<file path="src/rtl/main_memory_arbiter_if.sv">
// Bus bundle shared by the main-memory arbiter, both cache controllers and
// main memory. The slave modport is the arbiter's view; the master modport is
// the view of everything around it (caches plus memory).
interface main_memory_arbiter_if #(
  parameter int ADDR_WIDTH = 28,
  parameter int LINE_WIDTH = 128
);
  // instruction cache side (read-only refills)
  logic                  I_MEM_READ;
  logic [ADDR_WIDTH-1:0] I_MEM_ADDRESS;
  logic [LINE_WIDTH-1:0] I_MEM_READ_DATA;
  logic                  I_MEM_BUSY_WAIT;

  // data cache side (refills and write-backs)
  logic                  D_MEM_READ;
  logic                  D_MEM_WRITE;
  logic [ADDR_WIDTH-1:0] D_MEM_ADDRESS;
  logic [LINE_WIDTH-1:0] D_MEM_WRITE_DATA;
  logic [LINE_WIDTH-1:0] D_MEM_READ_DATA;
  logic                  D_MEM_BUSY_WAIT;

  // main memory side
  logic                  MAIN_MEM_READ;
  logic                  MAIN_MEM_WRITE;
  logic [ADDR_WIDTH-1:0] MAIN_MEM_ADDRESS;
  logic [LINE_WIDTH-1:0] MAIN_MEM_WRITE_DATA;
  logic [LINE_WIDTH-1:0] MAIN_MEM_READ_DATA;
  logic                  MAIN_MEM_BUSY_WAIT;

  modport slave (
    input  I_MEM_READ, I_MEM_ADDRESS,
    output I_MEM_READ_DATA, I_MEM_BUSY_WAIT,
    input  D_MEM_READ, D_MEM_WRITE, D_MEM_ADDRESS, D_MEM_WRITE_DATA,
    output D_MEM_READ_DATA, D_MEM_BUSY_WAIT,
    output MAIN_MEM_READ, MAIN_MEM_WRITE, MAIN_MEM_ADDRESS, MAIN_MEM_WRITE_DATA,
    input  MAIN_MEM_READ_DATA, MAIN_MEM_BUSY_WAIT
  );

  modport master (
    output I_MEM_READ, I_MEM_ADDRESS,
    input  I_MEM_READ_DATA, I_MEM_BUSY_WAIT,
    output D_MEM_READ, D_MEM_WRITE, D_MEM_ADDRESS, D_MEM_WRITE_DATA,
    input  D_MEM_READ_DATA, D_MEM_BUSY_WAIT,
    input  MAIN_MEM_READ, MAIN_MEM_WRITE, MAIN_MEM_ADDRESS, MAIN_MEM_WRITE_DATA,
    output MAIN_MEM_READ_DATA, MAIN_MEM_BUSY_WAIT
  );
endinterface

</file>
<file path="src/rtl/main_memory_arbiter.sv">
// main_memory_arbiter: shares the single line-wide main-memory port between
// the instruction cache (refills) and the data cache (refills, write-backs).
// One transaction at a time: IDLE grants and latches the winner, SERVE holds
// a registered strobe until memory stops stalling, DONE releases the owner's
// busy-wait for exactly one cycle.
//
// Optional feature macro: MEM_ARB_ROUND_ROBIN_EN
//   defined     -> ties go to the requester that was not served last
//   not defined -> fixed priority, the data cache always wins ties
module main_memory_arbiter #(
  parameter int ADDR_WIDTH = 28,
  parameter int LINE_WIDTH = 128
) (
  input  logic                 clock,
  input  logic                 reset,
  main_memory_arbiter_if.slave bus
);

  typedef enum logic [1:0] {
    S_IDLE  = 2'd0,
    S_SERVE = 2'd1,
    S_DONE  = 2'd2
  } state_t;

  typedef enum logic [1:0] {
    OWN_NONE = 2'd0,
    OWN_I    = 2'd1,
    OWN_D    = 2'd2
  } owner_t;

  state_t                state_q, state_d;
  owner_t                owner_q, owner_d;
  // registered memory strobes; while in SERVE they also encode the latched op
  logic                  rd_q, rd_d;
  logic                  wr_q, wr_d;
  logic [ADDR_WIDTH-1:0] addr_q, addr_d;
  logic [LINE_WIDTH-1:0] wdata_q, wdata_d;
  // line buffer feeding both caches' read data
  logic [LINE_WIDTH-1:0] line_q, line_d;

  logic i_req;
  logic d_req;
  logic tie_to_d;
  logic d_wins;

  assign i_req = bus.I_MEM_READ;
  // a write-back with a simultaneous read request is still one D request
  assign d_req = bus.D_MEM_READ | bus.D_MEM_WRITE;

`ifdef MEM_ARB_ROUND_ROBIN_EN
  // 1 when the data cache received the most recent grant
  logic last_d_q, last_d_d;
  assign tie_to_d = ~last_d_q;
`else
  assign tie_to_d = 1'b1;
`endif

  // a lone requester always wins; on a tie the tie-break decides
  assign d_wins = d_req & (~i_req | tie_to_d);

  // next-state and datapath-capture decisions for every register
  always_comb begin
    state_d = state_q;
    owner_d = owner_q;
    rd_d    = rd_q;
    wr_d    = wr_q;
    addr_d  = addr_q;
    wdata_d = wdata_q;
    line_d  = line_q;
`ifdef MEM_ARB_ROUND_ROBIN_EN
    last_d_d = last_d_q;
`endif
    case (state_q)
      S_IDLE: begin
        if (i_req | d_req) begin
          state_d = S_SERVE;
          if (d_wins) begin
            owner_d = OWN_D;
            addr_d  = bus.D_MEM_ADDRESS;
            // write wins over read when the data cache asserts both
            if (bus.D_MEM_WRITE) begin
              wr_d    = 1'b1;
              wdata_d = bus.D_MEM_WRITE_DATA;
            end else begin
              rd_d = 1'b1;
            end
          end else begin
            owner_d = OWN_I;
            addr_d  = bus.I_MEM_ADDRESS;
            rd_d    = 1'b1;
          end
`ifdef MEM_ARB_ROUND_ROBIN_EN
          last_d_d = d_wins;
`endif
        end
      end
      S_SERVE: begin
        // memory stalls in the first strobe cycle, so this cannot fire early
        if (!bus.MAIN_MEM_BUSY_WAIT) begin
          if (rd_q) line_d = bus.MAIN_MEM_READ_DATA;
          rd_d    = 1'b0;
          wr_d    = 1'b0;
          state_d = S_DONE;
        end
      end
      S_DONE: begin
        // single release cycle, then force a gap before the next grant
        state_d = S_IDLE;
        owner_d = OWN_NONE;
      end
      default: begin
        state_d = S_IDLE;
        owner_d = OWN_NONE;
        rd_d    = 1'b0;
        wr_d    = 1'b0;
      end
    endcase
  end

  // arbiter FSM and all registered outputs; reset abandons any transaction
  always_ff @(posedge clock or posedge reset) begin
    if (reset) begin
      state_q <= S_IDLE;
      owner_q <= OWN_NONE;
      rd_q    <= 1'b0;
      wr_q    <= 1'b0;
      addr_q  <= '0;
      wdata_q <= '0;
      line_q  <= '0;
`ifdef MEM_ARB_ROUND_ROBIN_EN
      last_d_q <= 1'b0;
`endif
    end else begin
      state_q <= state_d;
      owner_q <= owner_d;
      rd_q    <= rd_d;
      wr_q    <= wr_d;
      addr_q  <= addr_d;
      wdata_q <= wdata_d;
      line_q  <= line_d;
`ifdef MEM_ARB_ROUND_ROBIN_EN
      last_d_q <= last_d_d;
`endif
    end
  end

  assign bus.MAIN_MEM_READ       = rd_q;
  assign bus.MAIN_MEM_WRITE      = wr_q;
  assign bus.MAIN_MEM_ADDRESS    = addr_q;
  assign bus.MAIN_MEM_WRITE_DATA = wdata_q;

  assign bus.I_MEM_READ_DATA = line_q;
  assign bus.D_MEM_READ_DATA = line_q;

  // busy follows the request; only the owner sees it drop, and only in DONE
  assign bus.I_MEM_BUSY_WAIT = i_req & ~((state_q == S_DONE) & (owner_q == OWN_I));
  assign bus.D_MEM_BUSY_WAIT = d_req & ~((state_q == S_DONE) & (owner_q == OWN_D));

endmodule

</file>
<file path="src/flat_wrapper.sv">
// flat-port wrapper written by rule: the top's interface ports become plain ports
module main_memory_arbiter_flat 
#(
  parameter int ADDR_WIDTH = 28,
  parameter int LINE_WIDTH = 128
)
  (clock, reset, bus_I_MEM_READ, bus_I_MEM_ADDRESS, bus_I_MEM_READ_DATA, bus_I_MEM_BUSY_WAIT, bus_D_MEM_READ, bus_D_MEM_WRITE, bus_D_MEM_ADDRESS, bus_D_MEM_WRITE_DATA, bus_D_MEM_READ_DATA, bus_D_MEM_BUSY_WAIT, bus_MAIN_MEM_READ, bus_MAIN_MEM_WRITE, bus_MAIN_MEM_ADDRESS, bus_MAIN_MEM_WRITE_DATA, bus_MAIN_MEM_READ_DATA, bus_MAIN_MEM_BUSY_WAIT);
  main_memory_arbiter_if #(.ADDR_WIDTH(ADDR_WIDTH), .LINE_WIDTH(LINE_WIDTH)) bus_i ();
  input  logic clock;
  input  logic reset;
  input wire logic [$bits(bus_i.I_MEM_READ)-1:0] bus_I_MEM_READ;
  input wire logic [$bits(bus_i.I_MEM_ADDRESS)-1:0] bus_I_MEM_ADDRESS;
  output wire logic [$bits(bus_i.I_MEM_READ_DATA)-1:0] bus_I_MEM_READ_DATA;
  output wire logic [$bits(bus_i.I_MEM_BUSY_WAIT)-1:0] bus_I_MEM_BUSY_WAIT;
  input wire logic [$bits(bus_i.D_MEM_READ)-1:0] bus_D_MEM_READ;
  input wire logic [$bits(bus_i.D_MEM_WRITE)-1:0] bus_D_MEM_WRITE;
  input wire logic [$bits(bus_i.D_MEM_ADDRESS)-1:0] bus_D_MEM_ADDRESS;
  input wire logic [$bits(bus_i.D_MEM_WRITE_DATA)-1:0] bus_D_MEM_WRITE_DATA;
  output wire logic [$bits(bus_i.D_MEM_READ_DATA)-1:0] bus_D_MEM_READ_DATA;
  output wire logic [$bits(bus_i.D_MEM_BUSY_WAIT)-1:0] bus_D_MEM_BUSY_WAIT;
  output wire logic [$bits(bus_i.MAIN_MEM_READ)-1:0] bus_MAIN_MEM_READ;
  output wire logic [$bits(bus_i.MAIN_MEM_WRITE)-1:0] bus_MAIN_MEM_WRITE;
  output wire logic [$bits(bus_i.MAIN_MEM_ADDRESS)-1:0] bus_MAIN_MEM_ADDRESS;
  output wire logic [$bits(bus_i.MAIN_MEM_WRITE_DATA)-1:0] bus_MAIN_MEM_WRITE_DATA;
  input wire logic [$bits(bus_i.MAIN_MEM_READ_DATA)-1:0] bus_MAIN_MEM_READ_DATA;
  input wire logic [$bits(bus_i.MAIN_MEM_BUSY_WAIT)-1:0] bus_MAIN_MEM_BUSY_WAIT;
  assign bus_i.I_MEM_READ = bus_I_MEM_READ;
  assign bus_i.I_MEM_ADDRESS = bus_I_MEM_ADDRESS;
  assign bus_I_MEM_READ_DATA = bus_i.I_MEM_READ_DATA;
  assign bus_I_MEM_BUSY_WAIT = bus_i.I_MEM_BUSY_WAIT;
  assign bus_i.D_MEM_READ = bus_D_MEM_READ;
  assign bus_i.D_MEM_WRITE = bus_D_MEM_WRITE;
  assign bus_i.D_MEM_ADDRESS = bus_D_MEM_ADDRESS;
  assign bus_i.D_MEM_WRITE_DATA = bus_D_MEM_WRITE_DATA;
  assign bus_D_MEM_READ_DATA = bus_i.D_MEM_READ_DATA;
  assign bus_D_MEM_BUSY_WAIT = bus_i.D_MEM_BUSY_WAIT;
  assign bus_MAIN_MEM_READ = bus_i.MAIN_MEM_READ;
  assign bus_MAIN_MEM_WRITE = bus_i.MAIN_MEM_WRITE;
  assign bus_MAIN_MEM_ADDRESS = bus_i.MAIN_MEM_ADDRESS;
  assign bus_MAIN_MEM_WRITE_DATA = bus_i.MAIN_MEM_WRITE_DATA;
  assign bus_i.MAIN_MEM_READ_DATA = bus_MAIN_MEM_READ_DATA;
  assign bus_i.MAIN_MEM_BUSY_WAIT = bus_MAIN_MEM_BUSY_WAIT;
  main_memory_arbiter #(.ADDR_WIDTH(ADDR_WIDTH), .LINE_WIDTH(LINE_WIDTH)) u_core (.clock(clock), .reset(reset), .bus(bus_i));
endmodule
</file>
<file path="config.mk">
export PLATFORM = sky130hd
export DESIGN_NAME = main_memory_arbiter_flat
export DESIGN_NICKNAME = d
export VERILOG_FILES = /design/src/rtl/main_memory_arbiter_if.sv /design/src/rtl/main_memory_arbiter.sv /design/src/flat_wrapper.sv
export SDC_FILE = /design/constraint.sdc
export NUM_CORES = 1
export LEC_CHECK = 0
export CAP_MARGIN = 20
export CORE_AREA = 5 5 279 281
export DETAILED_ROUTE_END_ITERATION = 6
export DIE_AREA = 0 0 284 286
export DONT_BUFFER_PORTS = 1
export HOLD_SLACK_MARGIN = 0.12
export PLACE_DENSITY = 0.3
export SYNTH_ARGS = -nofsm -noshare
export SYNTH_HDL_FRONTEND = slang
export SYNTH_SLANG_ARGS = --single-unit
export TNS_END_PERCENT = 100
</file>
<file path="constraint.sdc">
create_clock -name clock -period 9.2 [get_ports clock]
set_clock_uncertainty 0.05 [all_clocks]
set_input_delay 0.46 -clock clock [delete_from_list [all_inputs] [get_ports clock]]
set_output_delay 0.46 -clock clock [all_outputs]
set_load 0.05 [all_outputs]
</file>
==> flow_summary.rst, run 1 <==
.. list-table::
   :header-rows: 1

   * - Metric
     - Value
   * - Master cell of the clock root buffer
     - sky130_fd_sc_hd__clkbuf_16
   * - Reg2Reg Setup Slack
     - 5.96 ns
   * - Reg-to-reg endpoint
     - u_core.bus.D_MEM_READ_DATA[41]$_DFFE_PP0P_
   * - Most frequent cells in the layout
     - sky130_fd_sc_hd__mux2_2, sky130_fd_sc_hd__dlygate4sd3_1, sky130_fd_sc_hd__dfrtp_1, sky130_fd_sc_hd__clkbuf_16, sky130_fd_sc_hd__clkbuf_1
   * - Post-cts gate resize count
     - 0
   * - Clk slew on worst S/H paths
     - 0.05 ns
   * - Cell variety after synth
     - 23
   * - Period utilisation layout
     - 35.19%
   * - Sequential-to-total area share from yosys stat
     - 58.84%
   * - Total number of H-tree levels
     - 2
   * - Detailed-route vias per instance
     - 3.511
   * - Length of the first detailed-routing pass in iterations
     - 4
   * - Worst flop-to-flop path startpoint
     - u_core.bus.MAIN_MEM_READ$_DFFE_PP0P_
   * - DRC violation total after the first TritonRoute iteration
     - 163
   * - Setup-violating endpoint count in the final report
     - 0
   * - Transition time at the pin with the least slew margin
     - 1.067 ns
   * - Worst min-delay path startpoint
     - bus_D_MEM_ADDRESS[16]
   * - Crit path max fanout
     - 73
   * - Vias in the first global route
     - 8108
   * - Initial core utilization
     - 16.40%
   * - Maximum clock frequency
     - 308.9 MHz
   * - Final total negative setup slack
     - 0 ns
   * - Total Routed Length
     - 37.92 mm
   * - Cell Rows
     - 101
   * - Top area cells in the synthesized netlist
     - sky130_fd_sc_hd__dfrtp_1, sky130_fd_sc_hd__mux2_2, sky130_fd_sc_hd__buf_4
   * - Global-route wire length before repair
     - 55.14 mm
   * - DRC errors left
     - 0
   * - Die Y
     - 286 um
   * - Net count after synthesis
     - 1106
   * - Synthesis warning total
     - 0
   * - Crit start category
     - flop
   * - Depth of the most critical reg-to-reg path
     - 4
   * - Cell count after placement
     - 1614
   * - RD Place Congestion
     - 0.6913
   * - Unrepaired setup endpoints after global routing
     - false
   * - CP Class
     - flop to flop
   * - Number of antenna violations at the first check in global routing
     - 2
   * - Crit. End Element
     - flop
   * - Post-synthesis cell type with the largest combined area
     - sky130_fd_sc_hd__dfrtp_1
   * - Pin count of the biggest net entering global routing
     - 142
   * - Total number of nets in the final design
     - 1294
   * - Data arrival at the endpoint of the critical path
     - 3.60 ns
   * - Number of clock buffers inserted by TritonCTS
     - 37
   * - Count of final max-slew check failures
     - 0
   * - Cell count of the worst hold path
     - 2
   * - Required time at the worst-slack endpoint
     - 9.56 ns
   * - Post-DP HPWL
     - 27.53 mm
   * - Global-route usage over all layers
     - 8.833%
   * - Maximum Capacitance Violations
     - 0
   * - Class of the tightest hold or removal check
     - input pin to flop
   * - Layout area overhead
     - 33.67%
   * - Post-Synthesis Mean Instance Area
     - 15.65 sq um
   * - DIE AREA
     - 81220 sq um
   * - Period minus WS final
     - 3.237 ns
   * - Relative slew slack
     - 28.89%
   * - Detail Route Antenna Nets
     - 0
   * - Netlist area before placement
     - 12330 sq um
   * - Layout filler cell count
     - 7950
   * - Result of the run
     - finished clean
   * - Post-CTS setup buffer count
     - 0
   * - Gate count after technology mapping
     - 788
   * - Die span in x
     - 284 um
   * - TritonCTS clock tree
     - yes
   * - Utilization after layout
     - 21.93%
   * - I/O pin count
     - 734
   * - Filler-free cell count of the finished design
     - 1979
   * - Mean routed wirelength per cell
     - 19.16 um
   * - Hold Fails Final Rpt
     - 0
   * - FF+latch count, synth
     - 290
   * - Fraction of final layout cells with drive strength greater than 1
     - 37.76%
   * - Sum of overflow across all layers after global routing
     - 0
   * - Core ar.
     - 75190 sq um
   * - Clock Latency Late Sink
     - 0.53 ns
   * - Clock tree sinks
     - 290
   * - CTS Buffer Depth
     - 3
   * - Fraction of post-synthesis cell area in the top cell type by area
     - 58.84%
   * - Ant. Diodes
     - 0
   * - Total number of vias
     - 6948
   * - Sink of the worst hold path
     - u_core.bus.MAIN_MEM_ADDRESS[16]$_DFFE_PP0P_
   * - Count of port buffers added during placement
     - 0
==> kinds of logic (layout without fill, tap and decap cells) <==
logic type	after synthesis	count (layout)	synth area share [%]
AOI/OAI and AO/OA	10	10	0.6392
and+or+nand+nor	7	7	0.3855
DFF	290	290	58.84
muxes	312	312	28.79
buffers and inverters	169	382	11.35
==> Yosys cell counts (all sizes together) <==
library cell	n
nor2	3
dfrtp	290
o22ai	1
and2b	1
clkbuf	1
o2bb2ai	2
a22oi	1
o31ai	1
a41oi	2
a211o	1
and2	1
o21ai	1
inv	6
nor3b	2
buf	162
mux2	312
o22a	1
==> critical path: stages (launching register included) <==
cell                      delay, ns
sky130_fd_sc_hd__dfrtp_1       0.69
sky130_fd_sc_hd__and2_4        0.40
sky130_fd_sc_hd__buf_4         0.56
sky130_fd_sc_hd__buf_4         0.82
sky130_fd_sc_hd__mux2_2        0.42
==> metrics by stage <==
step,area (sq um),setup WS [ns],hold WS [ns]
CTS,16490,5.832,0.1211
floorplan,12330,0.6843,0.4764
finish,16490,5.963,0.1759
global placement,12290,5.875,0.3979
detailed placement,12290,5.810,0.4029
global route,16490,5.680,0.1342
==> what timing repair did <==
item                                    CTS  global route
endpoints found under the hold margin   367             0
endpoints found under the setup margin    0             0
hold buffers                            301             0
==> final cells by class <==
cell class	instances	area, sq um	share of cell area (%)
multi-input cells	329	3685	22.35
clock buffers	60	1135	6.883
flip-flops and latches	290	7257	44.02
repair buffers	312	3108	18.85
clock inverters	4	48.80	0.2960
well taps	978	1224	7.422
inverters	6	30.03	0.1821
==> how the worst max path moves through the flow <==
| stage | startpoint | endpoint | slack, ns | cells past startpoint |
|---|---|---|---|---|
| detailed placement | u_core.bus.MAIN_MEM_READ$_DFFE_PP0P_ | u_core.bus.D_MEM_READ_DATA[78]$_DFFE_PP0P_ | 5.81 | 4 |
| global route | u_core.bus.MAIN_MEM_READ$_DFFE_PP0P_ | u_core.bus.D_MEM_READ_DATA[41]$_DFFE_PP0P_ | 5.68 | 4 |
| CTS | u_core.bus.MAIN_MEM_READ$_DFFE_PP0P_ | u_core.bus.D_MEM_READ_DATA[44]$_DFFE_PP0P_ | 5.83 | 4 |
| finish | u_core.bus.MAIN_MEM_READ$_DFFE_PP0P_ | u_core.bus.D_MEM_READ_DATA[41]$_DFFE_PP0P_ | 5.96 | 4 |
| floorplan | reset | u_core.bus.D_MEM_READ_DATA[0]$_DFFE_PP0P_ | 0.68 | 1 |
| global placement | u_core.bus.MAIN_MEM_READ$_DFFE_PP0P_ | u_core.bus.D_MEM_READ_DATA[45]$_DFFE_PP0P_ | 5.88 | 4 |
==> sequential cells by signal, indices dropped and copies added, names as in the netlist <==
register                        flops
u_core.owner_q                      2
u_core.bus.MAIN_MEM_ADDRESS        28
u_core.bus.MAIN_MEM_WRITE           1
u_core.bus.MAIN_MEM_READ            1
u_core.bus.MAIN_MEM_WRITE_DATA    128
u_core.bus.D_MEM_READ_DATA        128
u_core.state_q                      2
==> metal layers <==
metal	up-vias	wire (um)	GRT usage, %
li1	2983	-	-
met1	3448	12220	8.488
met2	433	20120	16.24
met3	84	3674	3.673
met4	0	1896	4.405
met5	-	0	0
Power of run 1 is left out: the tool's default activity adds up to more than one toggle a clock period on the data nets, which glitch-free logic cannot reach.
==> run 2, diff against run 1 <==
==> constraint.sdc (replaced) <==
create_clock -name clock -period 3.3 [get_ports clock]
set_clock_uncertainty 0.05 [all_clocks]
set_input_delay 0.165 -clock clock [delete_from_list [all_inputs] [get_ports clock]]
set_output_delay 0.165 -clock clock [all_outputs]
set_load 0.05 [all_outputs]
==> flow_summary.rst, run 2 (same netlist as run 1, synthesis figures left out) <==
.. list-table::
   :header-rows: 1

   * - Metric
     - Value
   * - Pin count of the biggest net entering global routing
     - 101 (-29%)
   * - Reg-to-reg endpoint
     - u_core.bus.D_MEM_READ_DATA[30]$_DFFE_PP0P_
   * - Clock tree sinks
     - 290 (unchanged)
   * - Worst hold slack across all endpoints
     - 0.2140 ns (+0.03809 ns)
   * - Worst path top cell family by delay
     - buffers and inverters
   * - CTS Buffer Depth
     - 3 (unchanged)
   * - Setup-violating endpoint count in the final report
     - 0 (unchanged)
   * - DRC violation total after the first TritonRoute iteration
     - 137 (-16%)
   * - Most common library cell in the layout ignoring fill and taps
     - sky130_fd_sc_hd__dlygate4sd3_1
   * - Unrepaired setup endpoints after global routing
     - false
   * - Most frequent cells in the layout
     - sky130_fd_sc_hd__dlygate4sd3_1, sky130_fd_sc_hd__mux2_2, sky130_fd_sc_hd__dfrtp_1, sky130_fd_sc_hd__clkbuf_16, sky130_fd_sc_hd__buf_4
   * - Sum of overflow across all layers after global routing
     - 0 (unchanged)
   * - Total number of H-tree levels
     - 2 (unchanged)
   * - Crit path max fanout
     - 26 (-64%)
   * - Core ar.
     - 75190 sq um (unchanged)
   * - Post-DP HPWL
     - 27.83 mm (+1.1%)
   * - Number of antenna violations at the first check in global routing
     - 1 (-1)
   * - Result of the run
     - finished clean
   * - Utilization after layout
     - 22.67% (+0.75 points)
   * - Fraction of final layout cells with drive strength greater than 1
     - 39.10% (+1.3 points)
   * - Crit start category
     - input pin
   * - Ordered list of cells on the worst path
     - dlygate4sd3_1, nor2_2, buf_4, mux2_2, dlygate4sd3_1, mux2_2
   * - DRC errors left
     - 0 (unchanged)
   * - Max stage delay cell, worst path
     - sky130_fd_sc_hd__dlygate4sd3_1
   * - Total number of nets in the final design
     - 1336 (+3.2%)
   * - Length of the first detailed-routing pass in iterations
     - 4 (unchanged)
   * - Period utilisation layout
     - 71.78%
   * - Clk slew on worst S/H paths
     - 0.05 ns (about the same)
   * - Number of buffer and inverter instances along the worst setup path
     - 3 (+1)
   * - TritonCTS clock tree
     - yes
   * - Total number of vias
     - 7127 (+2.6%)
   * - Die span in x
     - 284 um (unchanged)
   * - Count of final max-slew check failures
     - 0 (unchanged)
   * - Maximum clock frequency
     - 422.2 MHz
   * - Relative slew slack
     - 32.13% (+3.2 points)
   * - Post-placement setup slack
     - 1.100 ns (-4.710 ns)
   * - Required time at the worst-slack endpoint
     - 3.67 ns (-5.89 ns)
   * - Vias in the first global route
     - 8206 (+1.2%)
   * - Data arrival at the endpoint of the critical path
     - 2.74 ns (-0.86 ns)
   * - Class of the tightest hold or removal check
     - input pin to async pin
   * - Maximum Capacitance Violations
     - 0 (unchanged)
   * - Layout area overhead
     - 38.21%
   * - Post-route setup slack
     - 0.9314 ns (-5.031 ns)
   * - Cell Rows
     - 101 (unchanged)
   * - I/O pin count
     - 734 (unchanged)
   * - Master cell of the clock root buffer
     - sky130_fd_sc_hd__clkbuf_16
   * - Transition time at the pin with the least slew margin
     - 1.018 ns (-0.04866 ns)
   * - Detailed-route vias per instance
     - 3.518 (+0.20%)
   * - DIE AREA
     - 81220 sq um (unchanged)
   * - Total Routed Length
     - 38.10 mm (+0.49%)
   * - Period minus WS final
     - 2.369 ns
   * - Worst flop-to-flop path startpoint
     - u_core.bus.MAIN_MEM_READ$_DFFE_PP0P_
   * - Depth of the most critical reg-to-reg path
     - 3 (-1)
   * - Die Y
     - 286 um (unchanged)
   * - RD Place Congestion
     - 0.7361 (+6.5%)
   * - Clock Latency Late Sink
     - 0.54 ns (about the same)
   * - Peak per-stage delay on the critical path
     - 0.62 ns (-0.20 ns)
   * - Global-route wire length before repair
     - 55.49 mm (+0.63%)
   * - Crit. End Element
     - flop
   * - Initial core utilization
     - 16.40% (unchanged)
   * - Hold Fails Final Rpt
     - 0 (unchanged)
   * - Mean routed wirelength per cell
     - 18.81 um (-1.8%)
   * - CP Class
     - input pin to flop
   * - Number of clock buffers inserted by TritonCTS
     - 37 (unchanged)
   * - Count of port buffers added during placement
     - 0 (unchanged)
   * - Global-route usage over all layers
     - 8.865% (+0.032 points)
   * - Reg2Reg Setup Slack
     - 1.14 ns (-4.82 ns)
   * - Detail Route Antenna Nets
     - 0 (unchanged)
run 2: changes by cell type in the layout (fill, tap and decap cells not counted), moves of 4 or more:
cell                            previous run  this run
sky130_fd_sc_hd__dlygate4sd3_1           301       319
sky130_fd_sc_hd__buf_12                    1         7
sky130_fd_sc_hd__buf_4                    10        28
sky130_fd_sc_hd__clkbuf_1                 13         9
sky130_fd_sc_hd__bufinv_16                 1         5
run 2: how the worst max path moves through the flow:
| stage | slack (ns) | end | cells past startpoint | from |
|---|---|---|---|---|
| floorplan | -0.76 | u_core.bus.D_MEM_READ_DATA[0]$_DFFE_PP0P_ | 1 | reset |
| global placement | 1.14 | u_core.bus.D_MEM_READ_DATA[30]$_DFFE_PP0P_ | 3 | u_core.bus.MAIN_MEM_READ$_DFFE_PP0P_ |
| detailed placement | 1.10 | u_core.bus.D_MEM_READ_DATA[92]$_DFFE_PP0P_ | 3 | u_core.bus.MAIN_MEM_READ$_DFFE_PP0P_ |
| CTS | 0.95 | u_core.bus.MAIN_MEM_ADDRESS[15]$_DFFE_PP0P_ | 6 | bus_D_MEM_WRITE |
| global route | 0.87 | u_core.bus.MAIN_MEM_ADDRESS[15]$_DFFE_PP0P_ | 6 | bus_D_MEM_WRITE |
| finish | 0.93 | u_core.bus.MAIN_MEM_ADDRESS[15]$_DFFE_PP0P_ | 6 | bus_D_MEM_WRITE |
run 2: per-stage QoR:
step                      instances  instance area [sq um]  setup TNS [ns]
after floorplan                 788                  12340         -221.03
after global placement         1638                  12540               0
after detailed placement       1638                  12540               0
after CTS                      2024                  17040               0
after global routing           2025                  17050               0
final                          2026                  17050               0
run 2: metal layers:
| layer | vias to the layer above | GRT usage, % | share of wire (%) |
|---|---|---|---|
| met5 | - | 0 | 0 |
| met4 | 0 | 3.365 | 3.3 |
| met3 | 67 | 3.195 | 8.2 |
| met2 | 369 | 16.52 | 54 |
| met1 | 3619 | 9.077 | 34 |
| li1 | 3072 | - | - |
run 2: timing repair:
| action | in CTS | in global routing |
|---|---|---|
| hold endpoints to repair | 332 | 0 |
| resized for setup | 0 | 0 |
| hold buffers | 319 | 0 |
| buffers inserted | 0 | 0 |
run 2: cell type report:
cell class | count | area (sq um)
inverters | 6 | 26.28
clock inverters | 11 | 210.2
multi-input cells | 329 | 3685
repair buffers | 354 | 3543
flip-flops and latches | 290 | 7257
well taps | 978 | 1224
clock buffers | 56 | 1097
fillers | 7884 | 58140
diodes | 2 | 5.005
Power of run 2 is left out for the same reason.
